## config.mk

```make
export PLATFORM = sky130hd
export DESIGN_NAME = ad_burst_packer_flat
export DESIGN_NICKNAME = d
export VERILOG_FILES = /design/src/rtl/ad_burst_packer_pkg.sv /design/src/rtl/ad_burst_packer_if.sv /design/src/rtl/ad_burst_packer_bank.sv /design/src/rtl/ad_burst_packer.sv /design/src/flat_wrapper.sv
export SDC_FILE = /design/constraint.sdc
export NUM_CORES = 1
export LEC_CHECK = 0
export ABC_CLOCK_PERIOD_IN_PS = 10600
export CELL_PAD_IN_SITES_DETAIL_PLACEMENT = 0
export CELL_PAD_IN_SITES_GLOBAL_PLACEMENT = 1
export CORE_MARGIN = 5
export CORE_UTILIZATION = 57
export CTS_CLUSTER_SIZE = 14
export DETAILED_ROUTE_END_ITERATION = 10
export PLACE_DENSITY = 0.83
export SLEW_MARGIN = 20
export SYNTH_ARGS = -nofsm -noshare
export SYNTH_HDL_FRONTEND = slang
export SYNTH_SLANG_ARGS = --single-unit
```

## constraint.sdc

```tcl
create_clock -name clk_50_90 -period 10.6 [get_ports clk_50_90]
set_clock_uncertainty 0.2 [all_clocks]
set_input_delay 2.12 -clock clk_50_90 [delete_from_list [all_inputs] [get_ports clk_50_90]]
set_output_delay 2.12 -clock clk_50_90 [all_outputs]
set_load 0.1 [all_outputs]
```

## src/rtl/ad_burst_packer_pkg.sv

```systemverilog
// ad_burst_packer_pkg: shared defaults, width helpers and mode encoding for the AD burst packer
package ad_burst_packer_pkg;
  localparam int DATA_W_D    = 16;
  localparam int CH_NUM_D    = 2;
  localparam int BURST_LEN_D = 8;
  localparam int OVF_W_D     = 8;

  typedef enum logic {MODE_ALL = 1'b0, MODE_SINGLE = 1'b1} mode_e;

  function automatic int words_w(input int burst_len, input int ch_num);
    return $clog2(burst_len * ch_num + 1);
  endfunction

  function automatic int sel_w(input int ch_num);
    return ch_num > 1 ? $clog2(ch_num) : 1;
  endfunction
endpackage

```

## src/rtl/ad_burst_packer_if.sv

```systemverilog
// ad_burst_packer_if: capture-side sample bus and drain-side burst bus of the packer
interface ad_burst_packer_if
  import ad_burst_packer_pkg::*;
#(
  parameter int DATA_W    = DATA_W_D,
  parameter int CH_NUM    = CH_NUM_D,
  parameter int BURST_LEN = BURST_LEN_D,
  parameter int OVF_W     = OVF_W_D
);
  localparam int LW = sel_w(CH_NUM);
  localparam int WW = words_w(BURST_LEN, CH_NUM);
  logic [CH_NUM*DATA_W-1:0] ad_data;
  logic                     ad_valid;
  logic                     mode_single;
  logic [LW-1:0]            ch_sel;
  logic                     flush;
  logic                     burst_avail;
  logic                     burst_tog;
  logic [WW-1:0]            burst_words;
  logic                     rd_en;
  logic [DATA_W-1:0]        rd_data;
  logic                     rd_valid;
  logic                     rd_last;
  logic                     ovf;
  logic [OVF_W-1:0]         ovf_cnt;
  modport master (
    output ad_data, ad_valid, mode_single, ch_sel, flush, rd_en,
    input  burst_avail, burst_tog, burst_words, rd_data, rd_valid, rd_last, ovf, ovf_cnt
  );
  modport slave (
    input  ad_data, ad_valid, mode_single, ch_sel, flush, rd_en,
    output burst_avail, burst_tog, burst_words, rd_data, rd_valid, rd_last, ovf, ovf_cnt
  );
endinterface

```

## src/rtl/ad_burst_packer_bank.sv

```systemverilog
// ad_burst_bank: one ping-pong bank holding sample rows, fill count, full flag and the
// mode/channel latched on its first sample; presents the word at (sample, channel).
module ad_burst_bank
  import ad_burst_packer_pkg::*;
#(
  parameter int DATA_W    = DATA_W_D,
  parameter int CH_NUM    = CH_NUM_D,
  parameter int BURST_LEN = BURST_LEN_D,
  localparam int CW = $clog2(BURST_LEN + 1),
  localparam int SW = $clog2(BURST_LEN),
  localparam int LW = sel_w(CH_NUM),
  localparam int WW = words_w(BURST_LEN, CH_NUM)
)(
  input  logic                     clk_50_90,
  input  logic                     reset_syn,
  input  logic                     i_wr,
  input  logic                     i_close,
  input  logic                     i_clr,
  input  logic [CH_NUM*DATA_W-1:0] i_data,
  input  logic                     i_mode_single,
  input  logic [LW-1:0]            i_ch_sel,
  input  logic [SW-1:0]            i_rd_s,
  input  logic [LW-1:0]            i_rd_c,
  output logic                     o_full,
  output logic [CW-1:0]            o_count,
  output logic [WW-1:0]            o_words,
  output logic                     o_single,
  output logic [DATA_W-1:0]        o_word
);
  mode_e                    r_mode;
  logic                     r_full;
  logic [CW-1:0]            r_count;
  logic [LW-1:0]            r_sel;
  logic [CH_NUM*DATA_W-1:0] r_mem [BURST_LEN];
  logic [CW-1:0]            w_base;
  logic [CH_NUM*DATA_W-1:0] w_row;
  logic [DATA_W-1:0]        w_ch [CH_NUM];

  // a clear in the same cycle as a write restarts the bank at entry 0
  assign w_base = i_clr ? '0 : r_count;

  always_ff @(posedge clk_50_90 or posedge reset_syn) begin
    if (reset_syn) begin
      r_mode  <= MODE_ALL;
      r_sel   <= '0;
      r_full  <= 1'b0;
      r_count <= '0;
    end else begin
      r_count <= w_base + CW'(i_wr);
      r_full  <= (r_full & ~i_clr) | i_close;
      if (i_wr && w_base == '0) begin
        r_mode <= i_mode_single ? MODE_SINGLE : MODE_ALL;
        r_sel  <= i_ch_sel;
      end
    end
  end

  always_ff @(posedge clk_50_90)
    if (i_wr) r_mem[w_base[SW-1:0]] <= i_data;

  assign w_row = r_mem[i_rd_s];
  for (genvar c = 0; c < CH_NUM; c++) begin : g_ch
    assign w_ch[c] = w_row[c*DATA_W +: DATA_W];
  end

  assign o_full   = r_full;
  assign o_count  = r_count;
  assign o_single = r_mode == MODE_SINGLE;
  assign o_words  = o_single ? WW'(r_count) : WW'(r_count * CH_NUM);
  assign o_word   = w_ch[o_single ? r_sel : i_rd_c];
endmodule

```

## src/rtl/ad_burst_packer.sv

```systemverilog
// ad_burst_packer: packs multi-channel AD samples into two ping-pong banks, announces full
// bursts with a level and a CDC-safe toggle, and drains them one word per cycle.
module ad_burst_packer
  import ad_burst_packer_pkg::*;
#(
  parameter int DATA_W    = DATA_W_D,
  parameter int CH_NUM    = CH_NUM_D,
  parameter int BURST_LEN = BURST_LEN_D,
  parameter int OVF_W     = OVF_W_D
)(
  input logic               clk_50_90,
  input logic               reset_syn,
  ad_burst_packer_if.slave  bus
);
  localparam int CW = $clog2(BURST_LEN + 1);
  localparam int SW = $clog2(BURST_LEN);
  localparam int LW = sel_w(CH_NUM);
  localparam int WW = words_w(BURST_LEN, CH_NUM);

  logic              r_wr_bank, r_rd_bank, r_tog, r_ovf, r_rd_valid, r_rd_last;
  logic [SW-1:0]     r_rd_s;
  logic [LW-1:0]     r_rd_c;
  logic [OVF_W-1:0]  r_ovf_cnt;
  logic [DATA_W-1:0] r_rd_data;
  logic [1:0]        w_full, w_single, w_wr, w_close, w_clr;
  logic [CW-1:0]     w_count [2];
  logic [WW-1:0]     w_words [2];
  logic [DATA_W-1:0] w_word [2];
  logic              w_rd_go, w_c_last, w_last, w_open, w_acc, w_done, w_drop;
  logic [CW-1:0]     w_next;

  for (genvar b = 0; b < 2; b++) begin : g_bank
    ad_burst_bank #(.DATA_W(DATA_W), .CH_NUM(CH_NUM), .BURST_LEN(BURST_LEN)) u_bank (
      .clk_50_90     (clk_50_90),
      .reset_syn     (reset_syn),
      .i_wr          (w_wr[b]),
      .i_close       (w_close[b]),
      .i_clr         (w_clr[b]),
      .i_data        (bus.ad_data),
      .i_mode_single (bus.mode_single),
      .i_ch_sel      (bus.ch_sel),
      .i_rd_s        (r_rd_s),
      .i_rd_c        (r_rd_c),
      .o_full        (w_full[b]),
      .o_count       (w_count[b]),
      .o_words       (w_words[b]),
      .o_single      (w_single[b]),
      .o_word        (w_word[b])
    );
  end

  // the bank freed by a final fetch is writable in that same cycle
  always_comb begin
    w_rd_go  = bus.rd_en & w_full[r_rd_bank];
    w_c_last = w_single[r_rd_bank] | (r_rd_c == LW'(CH_NUM - 1));
    w_last   = w_rd_go & w_c_last & ((CW'(r_rd_s) + CW'(1)) == w_count[r_rd_bank]);
    w_clr    = {w_last & r_rd_bank, w_last & ~r_rd_bank};
    w_open   = ~w_full[r_wr_bank] | w_clr[r_wr_bank];
    w_acc    = bus.ad_valid & w_open;
    w_drop   = bus.ad_valid & ~w_open;
    w_next   = (w_clr[r_wr_bank] ? '0 : w_count[r_wr_bank]) + CW'(w_acc);
    w_done   = w_open & ((w_next == CW'(BURST_LEN)) | (bus.flush & (w_next != '0)));
    w_wr     = {w_acc & r_wr_bank, w_acc & ~r_wr_bank};
    w_close  = {w_done & r_wr_bank, w_done & ~r_wr_bank};
  end

  always_ff @(posedge clk_50_90 or posedge reset_syn) begin
    if (reset_syn) begin
      r_wr_bank  <= 1'b0;
      r_rd_bank  <= 1'b0;
      r_tog      <= 1'b0;
      r_ovf      <= 1'b0;
      r_ovf_cnt  <= '0;
      r_rd_s     <= '0;
      r_rd_c     <= '0;
      r_rd_data  <= '0;
      r_rd_valid <= 1'b0;
      r_rd_last  <= 1'b0;
    end else begin
      if (w_done) begin
        r_tog     <= ~r_tog;
        r_wr_bank <= ~r_wr_bank;
      end
      if (w_drop) begin
        r_ovf <= 1'b1;
        if (r_ovf_cnt != '1) r_ovf_cnt <= r_ovf_cnt + OVF_W'(1);
      end
      r_rd_valid <= w_rd_go;
      r_rd_last  <= w_last;
      if (w_rd_go) begin
        r_rd_data <= w_word[r_rd_bank];
        if (w_last) begin
          r_rd_s    <= '0;
          r_rd_c    <= '0;
          r_rd_bank <= ~r_rd_bank;
        end else if (w_c_last) begin
          r_rd_c <= '0;
          r_rd_s <= r_rd_s + SW'(1);
        end else begin
          r_rd_c <= r_rd_c + LW'(1);
        end
      end
    end
  end

  assign bus.burst_avail = |w_full;
  assign bus.burst_tog   = r_tog;
  assign bus.burst_words = w_words[r_rd_bank];
  assign bus.rd_data     = r_rd_data;
  assign bus.rd_valid    = r_rd_valid;
  assign bus.rd_last     = r_rd_last;
  assign bus.ovf         = r_ovf;
  assign bus.ovf_cnt     = r_ovf_cnt;
endmodule

```

## src/flat_wrapper.sv

```systemverilog
// flat-port wrapper written by rule: the top's interface ports become plain ports
module ad_burst_packer_flat import ad_burst_packer_pkg::*;
#(
  parameter int DATA_W    = DATA_W_D,
  parameter int CH_NUM    = CH_NUM_D,
  parameter int BURST_LEN = BURST_LEN_D,
  parameter int OVF_W     = OVF_W_D
)
  (clk_50_90, reset_syn, bus_ad_data, bus_ad_valid, bus_mode_single, bus_ch_sel, bus_flush, bus_rd_en, bus_burst_avail, bus_burst_tog, bus_burst_words, bus_rd_data, bus_rd_valid, bus_rd_last, bus_ovf, bus_ovf_cnt);
  ad_burst_packer_if #(.DATA_W(DATA_W), .CH_NUM(CH_NUM), .BURST_LEN(BURST_LEN), .OVF_W(OVF_W)) bus_i ();
  input logic clk_50_90;
  input logic reset_syn;
  input wire logic [$bits(bus_i.ad_data)-1:0] bus_ad_data;
  input wire logic [$bits(bus_i.ad_valid)-1:0] bus_ad_valid;
  input wire logic [$bits(bus_i.mode_single)-1:0] bus_mode_single;
  input wire logic [$bits(bus_i.ch_sel)-1:0] bus_ch_sel;
  input wire logic [$bits(bus_i.flush)-1:0] bus_flush;
  input wire logic [$bits(bus_i.rd_en)-1:0] bus_rd_en;
  output wire logic [$bits(bus_i.burst_avail)-1:0] bus_burst_avail;
  output wire logic [$bits(bus_i.burst_tog)-1:0] bus_burst_tog;
  output wire logic [$bits(bus_i.burst_words)-1:0] bus_burst_words;
  output wire logic [$bits(bus_i.rd_data)-1:0] bus_rd_data;
  output wire logic [$bits(bus_i.rd_valid)-1:0] bus_rd_valid;
  output wire logic [$bits(bus_i.rd_last)-1:0] bus_rd_last;
  output wire logic [$bits(bus_i.ovf)-1:0] bus_ovf;
  output wire logic [$bits(bus_i.ovf_cnt)-1:0] bus_ovf_cnt;
  assign bus_i.ad_data = bus_ad_data;
  assign bus_i.ad_valid = bus_ad_valid;
  assign bus_i.mode_single = bus_mode_single;
  assign bus_i.ch_sel = bus_ch_sel;
  assign bus_i.flush = bus_flush;
  assign bus_i.rd_en = bus_rd_en;
  assign bus_burst_avail = bus_i.burst_avail;
  assign bus_burst_tog = bus_i.burst_tog;
  assign bus_burst_words = bus_i.burst_words;
  assign bus_rd_data = bus_i.rd_data;
  assign bus_rd_valid = bus_i.rd_valid;
  assign bus_rd_last = bus_i.rd_last;
  assign bus_ovf = bus_i.ovf;
  assign bus_ovf_cnt = bus_i.ovf_cnt;
  ad_burst_packer #(.DATA_W(DATA_W), .CH_NUM(CH_NUM), .BURST_LEN(BURST_LEN), .OVF_W(OVF_W)) u_core (.clk_50_90(clk_50_90), .reset_syn(reset_syn), .bus(bus_i));
endmodule
```

==> flow_summary.ini <==
[floorplan]
initial_utilization = 0.576
ios = 73
die_h_microns = 207
num_rows = 72
die_area_sq_mm = 0.0430
fp.dieW_microns = 207
core_area_sq_mm = 0.0386

[power_and_ir_drop]
powerDensity_mw_per_mm2 = 276
vdd_drop_max_mv = 0.221
p_leak_nw = 8.12

[synth]
yosysTopAreaCell = edfxtp_1
synth_edf_count = 512
syn-cell-area_sq_mm = 0.0222
synthArstFlopShare = 0.0857
syn_avg_cell_area_sq_um = 20.0
synth_top_area_frac = 0.692
synth_nets = 1157
yosysMostFrequentCell = edfxtp_1
ys.flop_type = edfxtp_1
ys_seq_area_frac = 0.746
yosys-top-cells-count = edfxtp_1 (512), mux4_2 (128), a211oi_1 (52)
synth-seq-cells = 560
synthCells = 1110
synth.area.top_cells = edfxtp_1 (69%), mux4_2 (13%), dfrtp_1 (5.4%)
synth.distinct_cells = 46
synth_warnings = 0

[critical_path]
cpPeakStageDelay_ns = 0.48
worstReg2RegStart = u_core.r_rd_s[0]
worstPathArrival_ns = 5.92
rrSetupSlack_ns = 5.61
cp-end-kind = register
critical_path.cell_chain = clkdlybuf4s50_1 > inv_1 > a211oi_2 > nand3_2 > nor2_4 > nand2_2 > and2_1 > mux2_2 > ha_1 > ha_1 > nor3_1 > nand2_1 > o311ai_2 > mux2_2 > a22o_1
startpoint_type = primary input
worst_r2r_endpoint = u_core.g_bank[1].u_bank.o_full
crit_path_max_fanout = 8
path_delay_family = simple AND/OR/NAND/NOR gates
ff2ff_path_depth = 15
crit_required_ns = 10.87
cp_num_buf_inv = 2
cp_slowest_cell = clkdlybuf4s50_1
critPathKind = primary input to register

[hold_path]
hold_class = register to register
whs_path_depth = 1
hold_end = u_core.bus.ovf
hp-start = u_core.bus.ovf

[detailed_routing]
wire_per_inst_microns = 26.8
via_count = 10900
drc = 0
dr.pass1.iters = 5
wirelength_microns = 47300
drt_iter0_drc = 890
drt.antenna.violating_nets = 0
vias_per_cell = 6.18

[clock_tree]
cts.sink_count = 560
ctsHtreeMaxLevel = 2
root_buffer = clkbuf_16
clock_latency_ns = 0.59
clk_pin_slew_ns = 0.06
cts_resized = 0
hold_buffers = 0
clk_path_buf_depth = 3
cts-buffers-inserted = 53
cts_tree = done
post_cts_buffers = 0

[timing]
hold_viol = 0
tightestPinTransition_ns = 1.05
drv_slew = 0
finalCriticalPeriod_ns = 5.65
finalSetupTns_ns = 0
fin_crit_sh = 0.533
setup_viol = 0
rsz0062_at_grt = no
max_freq_mhz = 177
slew_headroom = 0.297
holdWs_ns = 0.272

[grt]
grt_pass1_wl_microns = 71300
grt_max_degree = 64
overflow = 0
antenna_found_initial = 2
grt_pass1_vias = 11500
grt_usage = 0.221

[place]
io_buffers = 72
dpl.hpwl_microns = 25100
gp_congestion = 0.842

[status]
status = finished, final reports clean

[cells_and_area]
area_growth_syn_to_layout_pct = 14.3
utilization = 0.658
nNetsFinal = 1249
drive_above_1_share = 0.218

[job]
maxCapViolCount = 0
## placed cells by master, fill, tap and decap left out, types with 8 or more instances in the layout
cell type	instances
xnor2_1	11
nor2b_1	36
mux4_2	128
clkbuf_1	15
clkinv_1	12
buf_4	28
o21ai_0	24
xor2_1	10
dfrtp_1	44
ha_1	8
mux2i_1	44
nor2_1	11
nand3_1	12
nor2_4	13
clkbuf_16	55
edfxtp_1	512
a21oi_1	39
clkdlybuf4s50_1	72
a211oi_1	52
nand2_1	36
## kinds of logic after synthesis
kind of cell    count (synthesis)  synth area share
mux                           182             0.155
fa+ha+maj                       8           0.00451
buf+inv                        71            0.0154
compound gates                130            0.0385
flops                         560             0.746
simple gates                  138            0.0318
xor+xnor                       21           0.00828
## how the worst max path moves through the flow
stage / end / from / cells past startpoint / slack [ns]
finish: u_core.g_bank[1].u_bank.o_full / bus_rd_en / 15 / 4.95
CTS: u_core.g_bank[1].u_bank.o_full / bus_rd_en / 15 / 5.01
global placement: u_core.g_bank[1].u_bank.o_full / bus_rd_en / 15 / 4.46
detailed placement: u_core.g_bank[1].u_bank.o_full / bus_rd_en / 15 / 4.41
global route: u_core.g_bank[1].u_bank.o_full / bus_rd_en / 15 / 4.81
floorplan: u_core.g_bank[0].u_bank.r_mem[1][0] / bus_rd_en / 7 / 5.04
## power breakdown
group,internal [mW],leakage (nW),total (mW),switching (mW)
sequential,2.57,5.18,2.81,0.247
clock,1.13,0.856,1.91,0.782
combinational,0.894,2.08,2.27,1.38
## state kept, by name (all words and copies together) (netlist names), 2 cells and up
name                           flops
u_core.g_bank.u_bank.o_full        2
u_core.bus.rd_data                16
u_core.g_bank.u_bank.o_single      2
u_core.bus.ovf_cnt                 8
u_core.g_bank.u_bank.r_sel         2
u_core.r_rd_s                      3
u_core.g_bank.u_bank.o_count       8
u_core.g_bank.u_bank.r_mem       512
## metrics by stage
stage | worst slack (ns) | instance area [sq um] | instances | power, mW
4_1_cts | 5.01 | 25400 | 1763 | 7.06
3_5_place_dp | 4.41 | 23600 | 1665 | 5.15
6_report | 4.95 | 25400 | 1764 | 7.00
5_1_grt | 4.81 | 25400 | 1763 | 7.31
3_3_place_gp | 4.46 | 23600 | 1665 | 5.12
2_1_floorplan | 5.04 | 22200 | 1110 | 4.51
## cell type report
| type | instances | area (sq um) |
|---|---|---|
| flip-flops and latches | 560 | 16600 |
| repair buffers | 100 | 931 |
| inverters | 8 | 30.0 |
| fillers | 2560 | 13200 |
| well taps | 518 | 648 |
| clock buffers | 72 | 1460 |
| clock inverters | 26 | 302 |
| multi-input cells | 479 | 5430 |
| diodes | 1 | 2.50 |
## layer usage
layer  share of wire  global-route usage  wire (microns)  up-vias
li1                -                   -               -     4715
met1            0.39               0.295           18500     5700
met2            0.50               0.367           23700      389
met3           0.069              0.0428            3260       96
met4           0.037              0.0850            1770        4
met5         0.00047                   0              22        -
No activity file was read; power rests on OpenSTA's default activity.
